===== config.mk =====
export PLATFORM = sky130hd
export DESIGN_NAME = ivl_ovl_window_mc
export DESIGN_NICKNAME = d
export VERILOG_FILES = /design/src/rtl/ivl_ovl_window_mc.sv
export SDC_FILE = /design/constraint.sdc
export NUM_CORES = 1
export LEC_CHECK = 0
export ABC_AREA = 1
export BUFFER_PORTS_ARGS = -buffer_cell sky130_fd_sc_hd__buf_2
export CORE_ASPECT_RATIO = 0.6
export CORE_MARGIN = 2
export CORE_UTILIZATION = 54
export CTS_BUF_LIST = sky130_fd_sc_hd__clkbuf_2 sky130_fd_sc_hd__clkbuf_4 sky130_fd_sc_hd__clkbuf_8
export CTS_CLUSTER_DIAMETER = 80
export DETAILED_ROUTE_END_ITERATION = 7
export GPL_TIMING_DRIVEN = 0
export PLACE_DENSITY = 0.78
export SYNTH_ARGS = -nofsm -noshare
export SYNTH_HDL_FRONTEND = slang
export SYNTH_SLANG_ARGS = --single-unit
export TNS_END_PERCENT = 50

===== constraint.sdc =====
create_clock -name clock -period 3.8 [get_ports clock]
set_input_delay 0.38 -clock clock [delete_from_list [all_inputs] [get_ports clock]]
set_output_delay 0.38 -clock clock [all_outputs]
set_load 0.02 [all_outputs]

===== src/rtl/ivl_ovl_window_mc.sv =====
// ivl_ovl_window_mc
// -----------------------------------------------------------------------------
// Multi-channel window checker. Each channel opens a window on start_event and
// closes it on end_event. While the window is open, test_expr is checked
// either for level-high (CHECK_MODE=0) or for stability against the value
// captured at window open (CHECK_MODE=1). Optional minimum and maximum window
// lengths are also enforced. Violations pulse per-channel fire bits and are
// accumulated in a shared saturating 16-bit error counter.
//
// Parameters:
//   NUM_CH     - number of independent channels (1..32)
//   CNT_W      - width of the per-channel window-length counter
//   CHECK_MODE - 0: test_expr must be 1; 1: test_expr must equal its open value
//   MIN_WIN    - minimum window length in cycles, 0 disables
//   MAX_WIN    - maximum window length in cycles, 0 disables (< 2^CNT_W)
//
// Ports:
//   clock        - rising-edge clock
//   reset        - synchronous active-low reset
//   enable       - global check enable; when low, all state and err_count hold
//   start_event  - per-channel window open request
//   end_event    - per-channel window close request
//   test_expr    - per-channel checked expression
//   clear_count  - synchronous clear of err_count (same-cycle fires still count)
//   in_window    - channel is in the OPEN state (registered)
//   fire_expr    - one-cycle pulse on a test_expr violation
//   fire_short   - one-cycle pulse when a window closes below MIN_WIN
//   fire_timeout - one-cycle pulse when a window reaches MAX_WIN
//   err_count    - total violations across all channels, saturating
// -----------------------------------------------------------------------------
module ivl_ovl_window_mc #(
    parameter int NUM_CH     = 4,
    parameter int CNT_W      = 8,
    parameter int CHECK_MODE = 0,
    parameter int MIN_WIN    = 0,
    parameter int MAX_WIN    = 0
) (
    input  logic              clock,
    input  logic              reset,
    input  logic              enable,
    input  logic [NUM_CH-1:0] start_event,
    input  logic [NUM_CH-1:0] end_event,
    input  logic [NUM_CH-1:0] test_expr,
    input  logic              clear_count,
    output logic [NUM_CH-1:0] in_window,
    output logic [NUM_CH-1:0] fire_expr,
    output logic [NUM_CH-1:0] fire_short,
    output logic [NUM_CH-1:0] fire_timeout,
    output logic [15:0]       err_count
);

    typedef enum logic {
        IDLE = 1'b0,
        OPEN = 1'b1
    } state_t;

    localparam logic [CNT_W-1:0] LEN_MAX = {CNT_W{1'b1}};
    localparam logic [31:0]      MIN_U   = MIN_WIN;
    localparam logic [31:0]      MAX_U   = MAX_WIN;

    state_t           state      [NUM_CH];
    logic [CNT_W-1:0] len        [NUM_CH];
    logic [NUM_CH-1:0] snap;

    state_t           state_n    [NUM_CH];
    logic [CNT_W-1:0] len_next   [NUM_CH];
    logic [CNT_W-1:0] len_inc    [NUM_CH];
    logic [NUM_CH-1:0] snap_n;
    logic [NUM_CH-1:0] expr_n;
    logic [NUM_CH-1:0] short_n;
    logic [NUM_CH-1:0] timeout_n;

    logic [6:0]       pop_n;
    logic [16:0]      sum_n;
    logic [15:0]      err_n;

    // Per-channel next-state logic. len_inc is the length the window will
    // have after this cycle, so comparing it against the bounds matches the
    // "start at edge k, end at edge k+n gives length n" definition. An end
    // request beats both a timeout and a concurrent start.
    always_comb begin
        for (int i = 0; i < NUM_CH; i++) begin
            state_n[i]   = state[i];
            len_next[i]  = len[i];
            len_inc[i]   = (len[i] == LEN_MAX) ? len[i] : len[i] + 1'b1;
            snap_n[i]    = snap[i];
            expr_n[i]    = 1'b0;
            short_n[i]   = 1'b0;
            timeout_n[i] = 1'b0;
            if (enable) begin
                case (state[i])
                    IDLE: begin
                        if (start_event[i]) begin
                            state_n[i]  = OPEN;
                            len_next[i] = '0;
                            snap_n[i]   = test_expr[i];
                        end
                    end
                    OPEN: begin
                        len_next[i] = len_inc[i];
                        if (CHECK_MODE == 0) begin
                            expr_n[i] = ~test_expr[i];
                        end else begin
                            expr_n[i] = test_expr[i] ^ snap[i];
                        end
                        if (end_event[i]) begin
                            state_n[i] = IDLE;
                            if ((MIN_WIN != 0) && (32'(len_inc[i]) < MIN_U)) begin
                                short_n[i] = 1'b1;
                            end
                        end else if ((MAX_WIN != 0) && (32'(len_inc[i]) == MAX_U)) begin
                            state_n[i]   = IDLE;
                            timeout_n[i] = 1'b1;
                        end
                    end
                    default: begin
                        state_n[i] = IDLE;
                    end
                endcase
            end
        end
    end

    // Count every fire bit that will be asserted next cycle, then add it to
    // the running total (or to zero on clear) with saturation at 16'hFFFF.
    always_comb begin
        pop_n = '0;
        for (int i = 0; i < NUM_CH; i++) begin
            pop_n = pop_n + 7'(expr_n[i]) + 7'(short_n[i]) + 7'(timeout_n[i]);
        end
        sum_n = (clear_count ? 17'd0 : {1'b0, err_count}) + 17'(pop_n);
        err_n = sum_n[16] ? 16'hFFFF : sum_n[15:0];
    end

    // Single register stage for FSMs, counters and all outputs. Reset wins
    // over everything, so a window in progress is dropped without firing.
    always_ff @(posedge clock) begin
        if (!reset) begin
            for (int i = 0; i < NUM_CH; i++) begin
                state[i] <= IDLE;
                len[i]   <= '0;
            end
            snap         <= '0;
            in_window    <= '0;
            fire_expr    <= '0;
            fire_short   <= '0;
            fire_timeout <= '0;
            err_count    <= '0;
        end else begin
            for (int i = 0; i < NUM_CH; i++) begin
                state[i]     <= state_n[i];
                len[i]       <= len_next[i];
                in_window[i] <= (state_n[i] == OPEN);
            end
            snap         <= snap_n;
            fire_expr    <= expr_n;
            fire_short   <= short_n;
            fire_timeout <= timeout_n;
            if (enable) begin
                err_count <= err_n;
            end
        end
    end

endmodule


## Word-level counts from Yosys, hierarchy flattened

Memory sizes are Yosys's and may differ from the RTL's.
Cells that the tools add are included.

| word-level totals | value |
|---|---|
| bits in registers | 24 |
| bits in writable memories | 4 |
| bits of input ports | 16 |
| output and inout port bits | 32 |
| word-level logic and storage cells | 52 |
| memories | 1 |

| cells by class | value |
|---|---|
| add/sub/neg operators | 4 |
| multiplexer cells | 32 |
| bitwise operators | 12 |

Memories:

| name | depth | bits a word | read ports | clocked after memory_dff | wr ports | line | source |
|---|---|---|---|---|---|---|---|
| state | 4 | 1 | 4 | 0 | 4 | 61 | `state_t state [NUM_CH];` |

Operator list:

| kind | number |
|---|---|
| two-way mux 16 bit | 2 |
| two-way mux 1 bit | 26 |
| adder 16 x 4 -> 17 bit | 1 |
| NOT 1 bit | 8 |
| case mux 1 bit (2 select lines) | 4 |
| adder 3 x 1 -> 4 bit | 1 |
| OR 1 bit | 4 |
| adder 2 x 1 -> 3 bit | 1 |
| adder 1 x 1 -> 2 bit | 1 |

## Logic depth before layout (Yosys ltp)

| depth | value |
|---|---|
| word-level depth | 8 |
| mapped depth | 19 |
| mapped depth without buffers | 17 |

## Least setup slack after synthesis

Ideal clock, no wire load.

| path | value |
|---|---|
| kind | input -> register |
| from | input port enable |
| to | register err_count[15] |
| library setup time | 0.064 ns |
| data arrival time | 2.975 ns |
| required time | 3.736 ns |
| path slack | 0.761 ns |
| stages on the path | 18 |
| buffers on the path | 3 |
| path through | clkbuf_1 -> clkbuf_1 -> nand3b_1 -> fa_1 -> fa_1 -> inv_1 -> fa_1 -> nand2_1 -> inv_1 -> nand2_2 -> inv_2 -> nand3_2 -> nor2_2 -> nand2_2 -> buf_6 -> nand2_1 -> nor2_1 -> nor2_1 |

| between the ends | value |
|---|---|
| word-level cells in the longest chain between the ends | 6 |
| elaborated cells between the ends (all ways) | 9 |
| those cells by class | 4 x add/sub; 5 x mux |

Ends and longest elaborated chain:

| what | line | source |
|---|---|---|
| from (decl) | 40 | `input logic enable,` |
| two-way mux 1 bit | 90 | `if (enable) begin` |
| adder 1 x 1 -> 2 bit | 129 | `pop_n = pop_n + 7'(expr_n[i]) + 7'(short_n[i]) + 7'(timeout_n[i]);` |
| adder 2 x 1 -> 3 bit | 129 |  |
| adder 3 x 1 -> 4 bit | 129 |  |
| adder 16 x 4 -> 17 bit | 131 | `sum_n = (clear_count ? 17'd0 : {1'b0, err_count}) + 17'(pop_n);` |
| two-way mux 16 bit | 132 | `err_n = sum_n[16] ? 16'hFFFF : sum_n[15:0];` |
| to (signal assigned) | 160 | `err_count <= err_n;` |
| to (decl) | 49 | `output logic [15:0] err_count` |

Several ways; a longest one is shown, not always the timed one.
A chain may end at the register's enable or synchronous reset.

## Worst setup path in the final report

| path | value |
|---|---|
| from | input port enable |
| to | register err_count[10] |

The elaborated chain is that of the path after synthesis.

==> summary.md <==
| Metric | Value |
|---|---|
| Sequential area share after synthesis | 32.8% |
| RSZ-0062 raised after global routing | no |
| Area grow syn2layout | 18.7% |
| Worst EP arrival | 3430 ps |
| Post-CTS Resized | 0 |
| Post-synth ARST share | 0% |
| Synth area leaders | dfxtp_1, nand2_1, nor2_1, inv_1, o21ai_0 |
| Status | completed |
| Die Wd | 76.7 µm |
| Total wire length | 4.08 mm |
| Tot Pwr | 638 µW |
| Placement Cell Area | 1970 µm² |
| Most common cell after layout, fill and taps aside | buf_2 |
| Synth Flop Type | dfxtp_1 |
| Initial DRC count | 136 |
| Total CTS buffers | 3 |
| Commonest non-fill, non-tap cells in the layout | buf_2, nor2_1, nand2_1 |
| # rows | 15 |
| CP Max Fanout | 10 |
| Critical Path Start | enable |
| Hold crit path type | in -> reg |
| Total gr overflow | 0 |
| #FFs+latches synth | 28 |
| Largest net degree at the start of global routing | 16 |
| Number of global-route vias before repair | 1396 |
| Min cycle time layout | 3250 ps |
| Root buf cell | clkbuf_8 |
| Netlist cell types | 30 |
| First-pass GRT wire length | 6.67 mm |
| Slew at the pin with the worst max-slew slack | 576 ps |
| Hold_buf cts | 0 |
| Post-Syn Area per Cell | 7.47 µm² |
| Crit path launch type | input port |
| Leak Pwr | 0.000988 µW |
| Residual DRC | 0 |
| Chip Height | 47.6 µm |
| FF-to-FF Start | state[1] |
| Critical path endpoint category | flop |
| Yosys top cell by area | dfxtp_1 |
| Skew final | 5.32 ps |
| Synth warn | 0 |
| Post-synth top area share | 32.8% |
| Vias per std cell | 5.03 |
| Initial core utilization | 58.0% |
| Critical Path RT | 3980 ps |
| DP HPWL | 3.09 mm |
| Routability cong. | 0.867 |
| P per Cell Area | 314 nW/µm² |
| CP cell instances | clkbuf_1, clkbuf_1, nand3b_1, fa_1, fa_1, inv_1, fa_1, nand2_1, inv_1, nand2_2, inv_2, nand3_2, nor2_2, nand2_2, nand2_1, o21ai_0, inv_1 |
| Top Ports | 48 |
| Clock sink total | 28 |
| DRT Pass-1 Iters | 4 |
| Layout fillers | 269 |
| Max Root-Sink Buffers | 2 |
| Max_cap viols | 0 |
| Mapped Cells | 229 |
| CTS tree | done |
| H-tree levels | 1 |
| Dpl ws | 275 ps |
| Post-synth EDFFs | 0 |
| Slew Limit Fails | 0 |
| Final hold vios | 0 |
| Final instance area | 2030 µm² |
| Max transition margin | 61.6% |
| Setup TNS | 0 ps |
| Vias post-DR | 1604 |
| Die ar. | 3650 µm² |
| Worst setup margin | 554 ps |
| Initial antenna violation count | 0 |
| Ant. Diodes | 0 |
| Max VDD drop | 0.000188 V |
| Setup repair bufs after CTS | 0 |
| Setup-failing EPs final | 0 |
| Fmax | 308 MHz |
| Reg clk slew, reported paths | 100 ps |
| Synth Cell Area | 1710 µm² |
| Layout Nets | 298 |
| Clk Latency, worst-skew pair | 290 ps |
| Routed Antenna Nets | 0 |
| Core Footprint | 2950 µm² |
| I/O Buffers | 37 |
| Gr usage total | 24.4% |
| Crit-path slowest cell | fa_1 |
| Fin crit share | 85.4% |
| Critical path's largest stage delay | 630 ps |
| CP Class | in -> reg |
| Wirelength per Cell | 12.8 µm |
| Layout cells sized above 1 | 26.0% |
| Min-delay src | end_event[2] |
==> state kept, by name, summed over array words and instances, names as in the netlist <==
signal / flops
err_count: 16
state: 4
in_window: 4
fire_expr: 4
==> synth_stat cells (3+ instances only) <==
master	instances
dfxtp_1	28
buf_4	8
a31oi_1	5
nand2_1	34
clkbuf_1	7
fa_1	3
xnor2_1	3
a311oi_1	8
nand3b_1	5
o21ai_0	16
nor2_4	5
nand3_1	10
xor2_1	4
nand4_1	3
nor2_1	34
inv_1	29
nand2_2	5
a21oi_1	6
==> layer usage <==
layer / vias up / routed length, µm / track usage [%]
li1: 816 / - / -
met1: 714 / 1870 / 34.0
met2: 67 / 1780 / 40.0
met3: 7 / 390 / 5.28
met4: 0 / 43 / 6.55
met5: - / 0 / 0
==> path summary, 6_finish.rpt <==
check	end	slack [ps]	cells past startpoint
setup / recovery	err_count[10]	550	17
hold reg to reg	err_count[14]	500	2
hold / removal	state[2]	300	2
setup reg to reg	err_count[10]	930	15
==> worst max-delay path, delay by kind of cell <==
family | cells | cell delay (ps)
AOI/OAI and AO/OA | 1 | 250
adders and majority gates | 3 | 1220
buffers and inverters | 6 | 820
and+or+nand+nor | 7 | 730
==> through the flow <==
stage                     cells  hold WS (ps)  util (%)
after floorplan             236           480         -
after global placement      315           484      67.0
after CTS                   319           300      68.9
after detailed placement    315           479      67.0
final                       319           296      68.9
after global routing        319           304      68.9
==> cells by family after synthesis <==
group                    share of synthesized area, %
flip-flops                                       32.8
other                                           0.219
buffers and inverters                            15.1
XOR/XNOR                                         3.58
adder cells (fa/ha/maj)                          4.24
AO/OA/AOI/OAI                                    13.1
AND/OR/NAND/NOR                                  31.0
==> area by class of cell <==
class	count	area (µm²)	area share [%]
buffer	18	129	6.35
sequential	28	561	27.6
timing repair buffer	37	185	9.12
multi-input combinational	157	918	45.3
clock buffer	4	55.1	2.71
tap	42	52.6	2.59
inverter	33	129	6.35
==> power by group <==
| part | leakage (µW) | internal (µW) | switching [µW] | total, µW |
|---|---|---|---|---|
| clock network | 0.0000288 | 93.2 | 102 | 195 |
| registers | 0.000230 | 309 | 14.8 | 324 |
| logic | 0.000729 | 43.0 | 75.4 | 118 |
| total | 0.000988 | 446 | 192 | 638 |
No activity file was read; power rests on OpenSTA's default activity.
